==> src/rtl/lab_restoring_divider_pkg.sv <==
// Shared constants and types for the 8-by-4 restoring divider.
// Widths are fixed by the 4-bit borrow-lookahead subtractor.
package lab_restoring_divider_pkg;

    localparam int DVD_W = 8;
    localparam int DVS_W = 4;
    localparam int CNT_W = $clog2(DVD_W);

    typedef enum logic [1:0] {
        IDLE = 2'd0,
        CALC = 2'd1,
        DONE = 2'd2
    } state_e;

    localparam logic [DVD_W-1:0] DIV0_QUOT = 8'hFF;

endpackage

==> src/rtl/lab_restoring_divider_if.sv <==
// Start/done request bus of the divider; master issues operands, slave returns results.
interface lab_restoring_divider_if;
    import lab_restoring_divider_pkg::*;

    logic             start;
    logic [DVD_W-1:0] dividend;
    logic [DVS_W-1:0] divisor;
    logic             busy;
    logic             done;
    logic [DVD_W-1:0] quotient;
    logic [DVS_W-1:0] remainder;
    logic             div_by_zero;

    modport master (
        output start, dividend, divisor,
        input  busy, done, quotient, remainder, div_by_zero
    );

    modport slave (
        input  start, dividend, divisor,
        output busy, done, quotient, remainder, div_by_zero
    );

endinterface

==> src/rtl/Lab2_4_bit_BLS.sv <==
// 4-bit borrow-lookahead subtractor: Diff = X - Y - Bin, Bout set on underflow.
module Lab2_4_bit_BLS (
    input  logic [3:0] X,
    input  logic [3:0] Y,
    input  logic       Bin,
    output logic [3:0] Diff,
    output logic       Bout
);
    logic [3:0] g;
    logic [3:0] p;
    logic [4:0] b;

    // g: stage generates a borrow on its own; p: stage passes an incoming borrow on
    genvar gi;
    generate
        for (gi = 0; gi < 4; gi++) begin : g_gp
            assign g[gi] = ~X[gi] & Y[gi];
            assign p[gi] = ~(X[gi] ^ Y[gi]);
            assign Diff[gi] = X[gi] ^ Y[gi] ^ b[gi];
        end
    endgenerate

    assign b[0] = Bin;
    assign b[1] = g[0] | (p[0] & b[0]);
    assign b[2] = g[1] | (p[1] & g[0]) | (p[1] & p[0] & b[0]);
    assign b[3] = g[2] | (p[2] & g[1]) | (p[2] & p[1] & g[0])
                | (p[2] & p[1] & p[0] & b[0]);
    assign b[4] = g[3] | (p[3] & g[2]) | (p[3] & p[2] & g[1])
                | (p[3] & p[2] & p[1] & g[0]) | (p[3] & p[2] & p[1] & p[0] & b[0]);
    assign Bout = b[4];

endmodule

==> src/rtl/lab_restoring_divider.sv <==
// Sequential unsigned restoring divider: one quotient bit per clock through the
// 4-bit borrow-lookahead subtractor, start/done handshake on the request bus.
module lab_restoring_divider #(
    parameter int DVD_W = lab_restoring_divider_pkg::DVD_W,
    parameter int DVS_W = lab_restoring_divider_pkg::DVS_W
) (
    input  logic                          clk,
    input  logic                          rst,
    lab_restoring_divider_if.slave        bus
);
    import lab_restoring_divider_pkg::*;

    state_e           state_q, state_d;
    logic [DVS_W-1:0] r_q, r_d;
    logic [DVD_W-1:0] q_q, q_d;
    logic [DVS_W-1:0] d_q;
    logic [CNT_W-1:0] cnt_q;
    logic [DVD_W-1:0] quot_q;
    logic [DVS_W-1:0] rem_q;
    logic             dz_q;

    logic [DVS_W-1:0] rs;
    logic [DVS_W-1:0] diff;
    logic             bout;
    logic             ovf;
    logic             qbit;

    Lab2_4_bit_BLS u_bls (
        .X    (rs),
        .Y    (d_q),
        .Bin  (1'b0),
        .Diff (diff),
        .Bout (bout)
    );

    // A set R[3] means the shifted remainder is really >= 16, so the subtract always fits
    always_comb begin
        rs   = {r_q[DVS_W-2:0], q_q[DVD_W-1]};
        ovf  = r_q[DVS_W-1];
        qbit = ovf | ~bout;
        r_d  = qbit ? diff : rs;
        q_d  = {q_q[DVD_W-2:0], qbit};
    end

    always_ff @(posedge clk or posedge rst) begin
        if (rst) begin
            state_q <= IDLE;
        end else begin
            state_q <= state_d;
        end
    end

    // Divide-by-zero also passes through CALC, with a zero count, so done lands one cycle later
    always_comb begin
        state_d = state_q;
        case (state_q)
            IDLE:    if (bus.start) state_d = CALC;
            CALC:    if (cnt_q == '0) state_d = DONE;
            DONE:    state_d = IDLE;
            default: state_d = IDLE;
        endcase
    end

    always_comb begin
        bus.busy = (state_q != IDLE);
        bus.done = (state_q == DONE);
    end

    assign bus.quotient    = quot_q;
    assign bus.remainder   = rem_q;
    assign bus.div_by_zero = dz_q;

    always_ff @(posedge clk or posedge rst) begin
        if (rst) begin
            r_q    <= '0;
            q_q    <= '0;
            d_q    <= '0;
            cnt_q  <= '0;
            quot_q <= '0;
            rem_q  <= '0;
            dz_q   <= 1'b0;
        end else begin
            case (state_q)
                IDLE: begin
                    if (bus.start) begin
                        d_q   <= bus.divisor;
                        q_q   <= bus.dividend;
                        r_q   <= '0;
                        cnt_q <= (bus.divisor == '0) ? '0 : CNT_W'(DVD_W - 1);
                        dz_q  <= 1'b0;
                    end
                end
                CALC: begin
                    r_q <= r_d;
                    q_q <= q_d;
                    if (cnt_q != '0) begin
                        cnt_q <= cnt_q - CNT_W'(1);
                    end else if (d_q == '0) begin
                        quot_q <= DIV0_QUOT;
                        rem_q  <= '0;
                        dz_q   <= 1'b1;
                    end else begin
                        quot_q <= q_d;
                        rem_q  <= r_d;
                        dz_q   <= 1'b0;
                    end
                end
                default: begin
                end
            endcase
        end
    end

endmodule

==> src/flat_wrapper.sv <==
// flat-port wrapper written by rule: the top's interface ports become plain ports
module lab_restoring_divider_flat import lab_restoring_divider_pkg::*;
#(
    parameter int DVD_W = lab_restoring_divider_pkg::DVD_W,
    parameter int DVS_W = lab_restoring_divider_pkg::DVS_W
)
  (clk, rst, bus_start, bus_dividend, bus_divisor, bus_busy, bus_done, bus_quotient, bus_remainder, bus_div_by_zero);
  lab_restoring_divider_if bus_i ();
  input  logic clk;
  input  logic rst;
  input wire logic [$bits(bus_i.start)-1:0] bus_start;
  input wire logic [$bits(bus_i.dividend)-1:0] bus_dividend;
  input wire logic [$bits(bus_i.divisor)-1:0] bus_divisor;
  output wire logic [$bits(bus_i.busy)-1:0] bus_busy;
  output wire logic [$bits(bus_i.done)-1:0] bus_done;
  output wire logic [$bits(bus_i.quotient)-1:0] bus_quotient;
  output wire logic [$bits(bus_i.remainder)-1:0] bus_remainder;
  output wire logic [$bits(bus_i.div_by_zero)-1:0] bus_div_by_zero;
  assign bus_i.start = bus_start;
  assign bus_i.dividend = bus_dividend;
  assign bus_i.divisor = bus_divisor;
  assign bus_busy = bus_i.busy;
  assign bus_done = bus_i.done;
  assign bus_quotient = bus_i.quotient;
  assign bus_remainder = bus_i.remainder;
  assign bus_div_by_zero = bus_i.div_by_zero;
  lab_restoring_divider #(.DVD_W(DVD_W), .DVS_W(DVS_W)) u_core (.clk(clk), .rst(rst), .bus(bus_i));
endmodule
==> config.mk <==
export PLATFORM = sky130hd
export DESIGN_NAME = lab_restoring_divider_flat
export DESIGN_NICKNAME = d
export VERILOG_FILES = /design/src/rtl/lab_restoring_divider_pkg.sv /design/src/rtl/lab_restoring_divider_if.sv /design/src/rtl/Lab2_4_bit_BLS.sv /design/src/rtl/lab_restoring_divider.sv /design/src/flat_wrapper.sv
export SDC_FILE = /design/constraint.sdc
export NUM_CORES = 1
export LEC_CHECK = 0
export ABC_AREA = 1
export CELL_PAD_IN_SITES_DETAIL_PLACEMENT = 2
export CELL_PAD_IN_SITES_GLOBAL_PLACEMENT = 2
export CORE_AREA = 2 2 71 86
export DETAILED_ROUTE_END_ITERATION = 6
export DIE_AREA = 0 0 73 88
export PLACE_DENSITY = 0.8
export SLEW_MARGIN = 10
export SYNTH_ARGS = -nofsm -noshare
export SYNTH_HDL_FRONTEND = slang
export SYNTH_SLANG_ARGS = --single-unit
==> constraint.sdc <==
create_clock -name clk -period 2 [get_ports clk]
set_input_delay 0.4 -clock clk [delete_from_list [all_inputs] [get_ports clk]]
set_output_delay 0.4 -clock clk [all_outputs]
set_load 0.02 [all_outputs]
==> results.cfg <==
[status]
status = finished, final reports clean

[cells_and_area]
seqCellArea_um2 = 851
area_delta_synth_final_pct = 28.4
fin_nets = 248
diodes = 0
n_fill_cell = 637
layout_common_cells = nand2_1, dfrtp_1, clkdlybuf4s50_1
layout-drive-gt1-share_pct = 7.05
final_cell_area_um2 = 2100
final_common_cell = nand2_1
multi_input_area_um2 = 658

[die]
die_area_um2 = 6420
start_util_pct = 29.3
io_pins = 30
core_um2 = 5590
fp-row-count = 30
die_y_um = 88
dieWidth_um = 73

[power_and_ir_drop]
peakVddDrop_uv = 702
p_int_mw = 2.16
switchingPower_mw = 1.85
pwr-share-seq_pct = 30.7
power.share.switching_pct = 46.1
total_power_mw = 4.01
power_frac_clock_pct = 13.3
power.leakage_nw = 1.02
combinationalPowerShare_pct = 56.0
power_density_nw_per_um2 = 1910

[synthesis]
ys_seq_elements = 34
syn_area_per_cell_um2 = 8.57
synth-main-ff-cell = dfrtp_1
ys_seq_area_share_pct = 52.0
async_flop_share_pct = 100
yosys_warnings = 0
synth_cell_types = 24
synthCells = 191
synthesis.area_um2 = 1640
synth-edff-count = 0
syn_nets = 213

[clocking]
clk_pin_slew_ns = 0.07
htreeDepth = 2
postCtsSetupBuffers = 0
cts-root-buf = clkbuf_8
cts_resized = 0
clk_path_buf_depth = 2
clock_sinks = 34
cts_buffers = 5
cts_tree = built
hold_buffers = 0
insertion_delay_ns = 0.28

[sta]
finalSetupViolCount = 0
maxSlewViolCount = 0
rsz0062_at_grt = false
hold_viol = 0
skew_ns = 0.00428
setup-tns-final_ns = 0
clock.fmax_ghz = 0.551
setup_slack_ns = 0.185
slew-limit-headroom_pct = 69.3
period_needed_ns = 1.81
worst_pin_slew_ns = 0.456
finalCritPeriodShare_pct = 90.7

[worst_setup_path]
crit_chain = nor2_1 -> inv_1 -> clkdlybuf4s50_1
arrival_ns = 1.41
slowest_stage = clkdlybuf4s50_1
critical_path_buf_inv_count = 2
max_stage_delay_ns = 0.53
critical_path_required_ns = 1.60
path_delay_family = buffers and inverters
worstSetupPathType = register to output port
worst-path-max-fanout = 4
startpoint_type = register
endpoint_kind = output port

[grt]
overflow = 0
grt_max_degree = 35
grt_pass1_vias = 1664
grt_pass1_wl_um = 8050
antenna_found_initial = 0
grt_use_total_pct = 16.5

[routing]
avgRoutedWirePerCell_um = 16.2
vias = 1429
viasPerCell = 4.91
drcViolationCount = 0
dr.pass1.iters = 2
totalWireLength_um = 4720
ant_nets = 0
drt_iter0_markers = 48

[flow_run]
maxCapViolCount = 0

[placed_design]
place_congestion = 0.856
dpl-instance-area_um2 = 2010
hpwlAfterDp_um = 3380
pre_cts_slack_ns = 0.220
port_buffers = 29

[worst_hold_path]
hp-class = register to register
-- power by group through the flow --
stage	Sequential [mW]	Combinational (mW)	Clock, mW
after global placement	1.23	2.14	0
after detailed placement	1.25	2.25	0
after CTS	1.24	2.28	0.547
after floorplan	1.33	1.37	0
after global routing	1.28	2.55	0.583
final	1.23	2.25	0.534
-- worst min-delay path, cell delays in order (launching register included) --
cell,delay (ns)
dfrtp_1,0.35
nand2_1,0.06
nand2_1,0.05
-- metrics by stage --
| stage | hold slack (ns) | utilization [%] | instances |
|---|---|---|---|
| after floorplan | 0.449 | - | 191 |
| after global placement | 0.462 | 36.0 | 283 |
| after detailed placement | 0.477 | 36.0 | 283 |
| after CTS | 0.496 | 37.6 | 291 |
| after global routing | 0.517 | 37.6 | 291 |
| final | 0.487 | 37.6 | 291 |
-- path summary, 6_finish.rpt --
check	startpoint	endpoint	slack (ns)	cells after the start
setup / recovery	u_core.state_q[0]$_DFFE_PP0P_	bus_busy	0.19	3
hold / removal	u_core.bus.remainder[2]$_DFFE_PP0P_	u_core.bus.remainder[2]$_DFFE_PP0P_	0.49	2
setup reg to reg	u_core.r_q[2]$_DFFE_PP0P_	u_core.r_q[3]$_DFFE_PP0P_	0.27	9
hold reg to reg	u_core.bus.remainder[2]$_DFFE_PP0P_	u_core.bus.remainder[2]$_DFFE_PP0P_	0.49	2
max in group asynchronous	rst	u_core.d_q[1]$_DFFE_PP0P_	1.14	3
min in group asynchronous	rst	u_core.d_q[2]$_DFFE_PP0P_	0.53	3
-- registers in the layout, summed over array words and instances (netlist names) --
register                flops
u_core.r_q                  4
u_core.bus.div_by_zero      1
u_core.d_q                  4
u_core.q_q                  8
u_core.bus.remainder        4
u_core.bus.quotient         8
u_core.cnt_q                3
u_core.state_q              2
-- layer usage --
layer	global-route usage, %	vias to the layer above	share of wire, %	wire length, µm
li1	-	685	-	-
met1	18.9	720	43	2040
met2	30.7	18	54	2530
met3	2.76	6	2.1	97
met4	4.88	0	1.2	55
met5	0	-	0	0
-- layout make-up --
| class | count | area share (%) |
|---|---|---|
| clock buffer | 7 | 4.11 |
| inverter | 27 | 4.82 |
| timing repair buffer | 33 | 15.2 |
| tap | 64 | 3.81 |
| multi-input combinational | 125 | 31.3 |
| sequential | 34 | 40.5 |
| clock inverter | 1 | 0.238 |
-- Yosys cell counts (2+ instances only) --
master / instances / area share [%]
dfrtp_1: 34 / 52
o21ai_0: 9 / 2.8
buf_2: 3 / 0.92
nand3_1: 16 / 4.9
o21ai_1: 2 / 0.61
nor2_1: 13 / 3.0
a21oi_1: 15 / 4.6
inv_1: 25 / 5.7
a22oi_1: 7 / 3.2
inv_2: 2 / 0.46
nand2_1: 46 / 11
ha_1: 6 / 4.6
nand4_1: 2 / 0.76
-- cell families after synthesis --
group / after synthesis / share of synthesized area, %
adders and majority gates: 7 / 5.81
xor gates and xnor gates: 2 / 1.07
DFF: 34 / 52.0
buffers and inverters: 32 / 7.80
AOI/OAI and AO/OA: 35 / 12.1
muxes: 1 / 0.688
and+or+nand+nor: 80 / 20.6
Power figures use the tool's default switching activity.
